### src/rtl/rom_sequencer.sv
// rom_sequencer -- steps a ROM address either one step per debounced button
// press (MANUAL mode) or automatically every RUN_PERIOD cycles (RUN mode).
// A small handshake FSM (IDLE -> SETTLE -> WAIT) waits for the ROM to present
// valid data after each address change. At most one step request is held
// pending while the sequencer is busy or the ROM is not ready.
//
// Ports:
//   clk        in   system clock, all logic on posedge
//   reset      in   synchronous, active-high reset
//   btn_step   in   raw asynchronous step button, active-high
//   btn_mode   in   raw asynchronous mode button, active-high
//   rom_ready  in   level, instruction valid for the current address
//   address    out  current ROM address (registered)
//   running    out  1 = RUN mode, 0 = MANUAL mode
//   busy       out  1 while the FSM is not in IDLE
//   wrapped    out  one-cycle pulse when address wraps LAST_ADDRESS -> 0
module rom_sequencer #(
  parameter int ADDR_WIDTH      = 16,
  parameter int LAST_ADDRESS    = 2**ADDR_WIDTH-1,
  parameter int DEBOUNCE_CYCLES = 65536,
  parameter int RUN_PERIOD      = 1000000
) (
  input  logic                  clk,
  input  logic                  reset,
  input  logic                  btn_step,
  input  logic                  btn_mode,
  input  logic                  rom_ready,
  output logic [ADDR_WIDTH-1:0] address,
  output logic                  running,
  output logic                  busy,
  output logic                  wrapped
);

  localparam int DBW = $clog2(DEBOUNCE_CYCLES + 1);
  localparam int TW  = $clog2(RUN_PERIOD + 1);

  localparam logic [ADDR_WIDTH-1:0] LAST_A    = ADDR_WIDTH'(LAST_ADDRESS);
  localparam logic [DBW-1:0]        DB_LAST   = DBW'(DEBOUNCE_CYCLES - 1);
  localparam logic [TW-1:0]         TICK_LAST = TW'(RUN_PERIOD - 1);

  localparam logic [1:0] S_IDLE   = 2'd0;
  localparam logic [1:0] S_SETTLE = 2'd1;
  localparam logic [1:0] S_WAIT   = 2'd2;

  // Button index 0 = step, 1 = mode.
  localparam int unsigned B_STEP = 0;
  localparam int unsigned B_MODE = 1;

  logic [1:0]                sync1_q, sync2_q;
  logic [1:0]                level_q, level_d;
  logic [1:0]                press_q, press_d;
  logic [1:0][DBW-1:0]       cnt_q, cnt_d;

  logic                      running_q, running_d;
  logic [TW-1:0]             tick_q, tick_d;

  logic [1:0]                state_q, state_d;
  logic [ADDR_WIDTH-1:0]     address_q, address_d;
  logic                      pending_q, pending_d;
  logic                      wrapped_q, wrapped_d;

  logic                      run_tick;
  logic                      step_req;
  logic [ADDR_WIDTH-1:0]     next_addr;

  // Debounce: the level follows the synchronised input only after it has
  // disagreed for DEBOUNCE_CYCLES cycles in a row; a 0->1 flip emits a press.
  always_comb begin
    level_d = level_q;
    press_d = '0;
    cnt_d   = '0;
    for (int unsigned i = 0; i < 2; i++) begin
      if (sync2_q[i] != level_q[i]) begin
        if (cnt_q[i] == DB_LAST) begin
          level_d[i] = sync2_q[i];
          press_d[i] = sync2_q[i];
        end else begin
          cnt_d[i] = cnt_q[i] + 1'b1;
        end
      end
    end
  end

  // Mode and RUN tick. The tick counter is forced to 0 whenever the current
  // or next mode is MANUAL, so it restarts from 0 on every entry to RUN.
  always_comb begin
    running_d = running_q ^ press_q[B_MODE];
    if (!running_q || !running_d || (tick_q == TICK_LAST)) begin
      tick_d = '0;
    end else begin
      tick_d = tick_q + 1'b1;
    end
  end

  assign run_tick  = running_q && (tick_q == TICK_LAST);
  // Step presses are judged against the mode before any same-cycle toggle.
  assign step_req  = (press_q[B_STEP] && !running_q) || run_tick;
  assign next_addr = (address_q == LAST_A) ? '0 : address_q + 1'b1;

  always_comb begin
    state_d   = state_q;
    address_d = address_q;
    pending_d = pending_q;
    wrapped_d = 1'b0;
    case (state_q)
      S_IDLE: begin
        if ((step_req || pending_q) && rom_ready) begin
          address_d = next_addr;
          wrapped_d = (address_q == LAST_A);
          pending_d = 1'b0;
          state_d   = S_SETTLE;
        end else if (step_req) begin
          pending_d = 1'b1;
        end
      end
      S_SETTLE: begin
        state_d = S_WAIT;
        if (step_req) pending_d = 1'b1;
      end
      S_WAIT: begin
        if (rom_ready) state_d = S_IDLE;
        if (step_req) pending_d = 1'b1;
      end
      default: begin
        state_d = S_IDLE;
      end
    endcase
  end

  always_ff @(posedge clk) begin
    if (reset) begin
      sync1_q   <= '0;
      sync2_q   <= '0;
      level_q   <= '0;
      press_q   <= '0;
      cnt_q     <= '0;
      running_q <= 1'b0;
      tick_q    <= '0;
      state_q   <= S_IDLE;
      address_q <= '0;
      pending_q <= 1'b0;
      wrapped_q <= 1'b0;
    end else begin
      sync1_q   <= {btn_mode, btn_step};
      sync2_q   <= sync1_q;
      level_q   <= level_d;
      press_q   <= press_d;
      cnt_q     <= cnt_d;
      running_q <= running_d;
      tick_q    <= tick_d;
      state_q   <= state_d;
      address_q <= address_d;
      pending_q <= pending_d;
      wrapped_q <= wrapped_d;
    end
  end

  assign address = address_q;
  assign running = running_q;
  assign busy    = (state_q != S_IDLE);
  assign wrapped = wrapped_q;

endmodule

### config.mk
export PLATFORM = sky130hd
export DESIGN_NAME = rom_sequencer
export DESIGN_NICKNAME = d
export VERILOG_FILES = /design/src/rtl/rom_sequencer.sv
export SDC_FILE = /design/constraint.sdc
export NUM_CORES = 1
export LEC_CHECK = 0
export ABC_CLOCK_PERIOD_IN_PS = 7000
export CORE_ASPECT_RATIO = 0.8
export CORE_MARGIN = 1
export CORE_UTILIZATION = 40
export CTS_CLUSTER_DIAMETER = 200
export DETAILED_ROUTE_END_ITERATION = 8
export GPL_TIMING_DRIVEN = 0
export HOLD_SLACK_MARGIN = 0.12
export PLACE_DENSITY = 0.69
export SYNTH_ARGS = -nofsm -noshare
export SYNTH_HDL_FRONTEND = slang
export SYNTH_SLANG_ARGS = --single-unit
### constraint.sdc
create_clock -name clk -period 7 [get_ports clk]
set_input_delay 1.4 -clock clk [delete_from_list [all_inputs] [get_ports clk]]
set_output_delay 1.4 -clock clk [all_outputs]
set_load 0.05 [all_outputs]
==> metrics.txt <==
cell total after placement=552; global placement routability congestion=0.779; Mapped Cells=417; clock slew at reported path FFs=0.06 ns; Slew Viols, Final=0; register area share after synthesis=45.2%; Compound-Gate Fraction of Synth Area=7.26%; Post-Syn Nets=434; Critical R2R Capture=cnt_q[32]; minimum clock period=3.35 ns; Layout Nets=468; Synth Register Bits=83; Detail Route Antenna Nets=0; Register-to-Register Path Depth=10; Worst slew margin=46.4%; Post-DP HPWL=5100 µm; Yosys cell types=40; Max Cap Violations=0; clk_skew=0.00727 ns; status=finished clean; hold-critical path depth=1; routed vias/inst=5.20; starting utilization of the core area=42.2%; worst hold endpoint=sync2_q[0]; Crit Path Max Fanout=5; Setup crit start kind=flip-flop; iteration count of the initial detailed-routing pass=4; Fin Setup TNS=0 ns; # diodes=0; I/O pin count=24; mux cell area share after synthesis=1.40%; Hold/Removal Path Class=reg2reg; Max Root-Sink Buffers=2; clock sinks=83; antenna violations before repair=0; post-synth top area share=45.2%; Peak Freq=298 MHz; P_leak=1.38 nW; Rows=30; Die Y=87.7 µm; cts hold-fix bufs=0; Tot GR Track Use=16.6%; I/O Buffers=23; Avg Inst Size Synth=8.81 µm²; Die Wd=109 µm; PD cells=231 mW/mm²; drt wl/cell=12.7 µm; Final WS setup=3.65 ns; postcts setup bufs=0; Worst-Margin Slew=0.797 ns; synth-to-layout area growth=18.4%; drt initial violations=199; Simple-Gate Fraction of Synth Area=28.4%; CTS tree=yes; Post-synth EDFFs=0; DP Worst Slack=3.53 ns; Die Area=0.00957 mm²; final cell count without fillers=568; Critical Path RT=5.60 ns; main combinational cell family by area after synthesis=simple AND/OR/NAND/NOR gates; total wire length=7210 µm; most frequent cells in the layout=83 x dfxtp_1, 60 x nor2_1, 31 x nand2_1, 29 x xor2_1, 26 x nand3_1; synth top area cells=dfxtp_1 45%, xor2_1 6.9%, nor2_1 6.1%; Reg-to-Reg Start=cnt_q[17]; Synth Warn #=0; largest net degree at the start of global routing=15; DRC viols=0; Most used DFF post-synth=dfxtp_1; endpoints failing setup=0; Final Hold Fails=0; cells resized by post-CTS repair=0; Reg2Reg Setup Slack=4.31 ns; Synth Area in XOR/XNOR=10.7%; RSZ-0062 raised after global routing=false; final cycle utilization of the critical path=47.9%; CTS buffer count=9; CTS Root Cell=clkbuf_16; worst vdd ir=0.000197 V; H-Tree Depth=3; leading cell type in the layout, fill and taps excluded=dfxtp_1; Post-Synth Adder-Cell Area=4.09%; ys async rst share=0%; CP Class=reg2out; vias in the first global route=2,808; CP Capture Type=output pin; share of cells above drive strength 1=5.26%; HP Start=sync1_q[0]; later-pin clock latency in the skew report=0.34 ns; total grt overflow=0; Core Area=0.00871 mm²; first-pass GRT wire length=12,300 µm; critical path arrival=1.95 ns; Synth Cell Area=0.00367 mm²; via count=2,955; Synth area leader=dfxtp_1
cell families after synthesis:
family,Yosys count
compound gates,43
xor+xnor,45
fa+ha+maj,12
buf+inv,28
flops,83
mux,5
simple gates,201
synth_stat cells, types with 2 or more instances:
| cell | count |
|---|---|
| or3_1 | 12 |
| o21ai_0 | 10 |
| nand4_1 | 15 |
| and3_1 | 9 |
| nor2_1 | 60 |
| o32ai_1 | 2 |
| clkbuf_1 | 12 |
| a211oi_1 | 2 |
| mux2i_1 | 4 |
| nand3_1 | 26 |
| nor4_1 | 2 |
| and2_1 | 2 |
| nor4b_2 | 2 |
| o31a_1 | 2 |
| xnor2_1 | 16 |
| or4_1 | 2 |
| ha_1 | 12 |
| and4_1 | 8 |
| or2_2 | 2 |
| nand2_1 | 31 |
| nor3_1 | 11 |
| nand2b_1 | 6 |
| a21oi_1 | 18 |
| inv_1 | 15 |
| nor4bb_1 | 3 |
| nor2b_1 | 7 |
| a41oi_1 | 2 |
| xor2_1 | 29 |
| dfxtp_1 | 83 |
| o31ai_1 | 2 |
how the worst max path moves through the flow:
stage,from,end,depth (start not counted)
2_1_floorplan,rom_ready,address[9],4
3_3_place_gp,reset,level_q[0],5
3_5_place_dp,reset,level_q[1],5
4_1_cts,state_q[0],busy,4
5_1_grt,state_q[0],busy,4
6_report,state_q[0],busy,4
critical path: stages, from the launching register on:
cell and delay (ns):
dfxtp_1 0.39, inv_1 0.10, ha_1 0.26, inv_1 0.07
clkdlybuf4s50_1 0.79
per-layer routing:
metal / vias to the layer above / wire (µm) / track usage, %
li1: 1516 / - / -
met1: 1372 / 3550 / 20.5
met2: 60 / 3210 / 26.5
met3: 7 / 368 / 5.51
met4: 0 / 90 / 6.88
met5: - / 0 / 0
metrics by stage:
stage | total power, W | hold WS (ns) | util [%] | area [µm²]
finish | 0.00101 | 0.435 | 49.9 | 4350
global route | 0.00104 | 0.468 | 49.9 | 4350
floorplan | 0.000526 | 0.413 | - | 3670
global placement | 0.000539 | 0.419 | 46.4 | 4040
CTS | 0.00102 | 0.439 | 49.9 | 4350
detailed placement | 0.000541 | 0.426 | 46.4 | 4040
registers in the layout, indices dropped and copies added (netlist names):
register   flops
tick_q        20
wrapped        1
press_q        2
address       16
sync1_q        2
state_q        2
cnt_q         34
running        1
pending_q      1
level_q        2
sync2_q        2
layout make-up:
type,count,area [µm²]
buffer,13,50.0
fill,815,4360
clock buffer,10,239
timing repair buffer,23,230
clock inverter,6,65.1
sequential,83,1660
tap,112,140
multi-input combinational,306,1900
inverter,15,56.3
where the power goes:
part	total, W	internal (W)	switching [W]	leakage, nW
sequential	0.000481	0.000477	0.00000433	0.669
clock	0.000475	0.000286	0.000189	0.148
combinational	0.0000496	0.0000194	0.0000301	0.567
(Power assumes the default switching activity.)
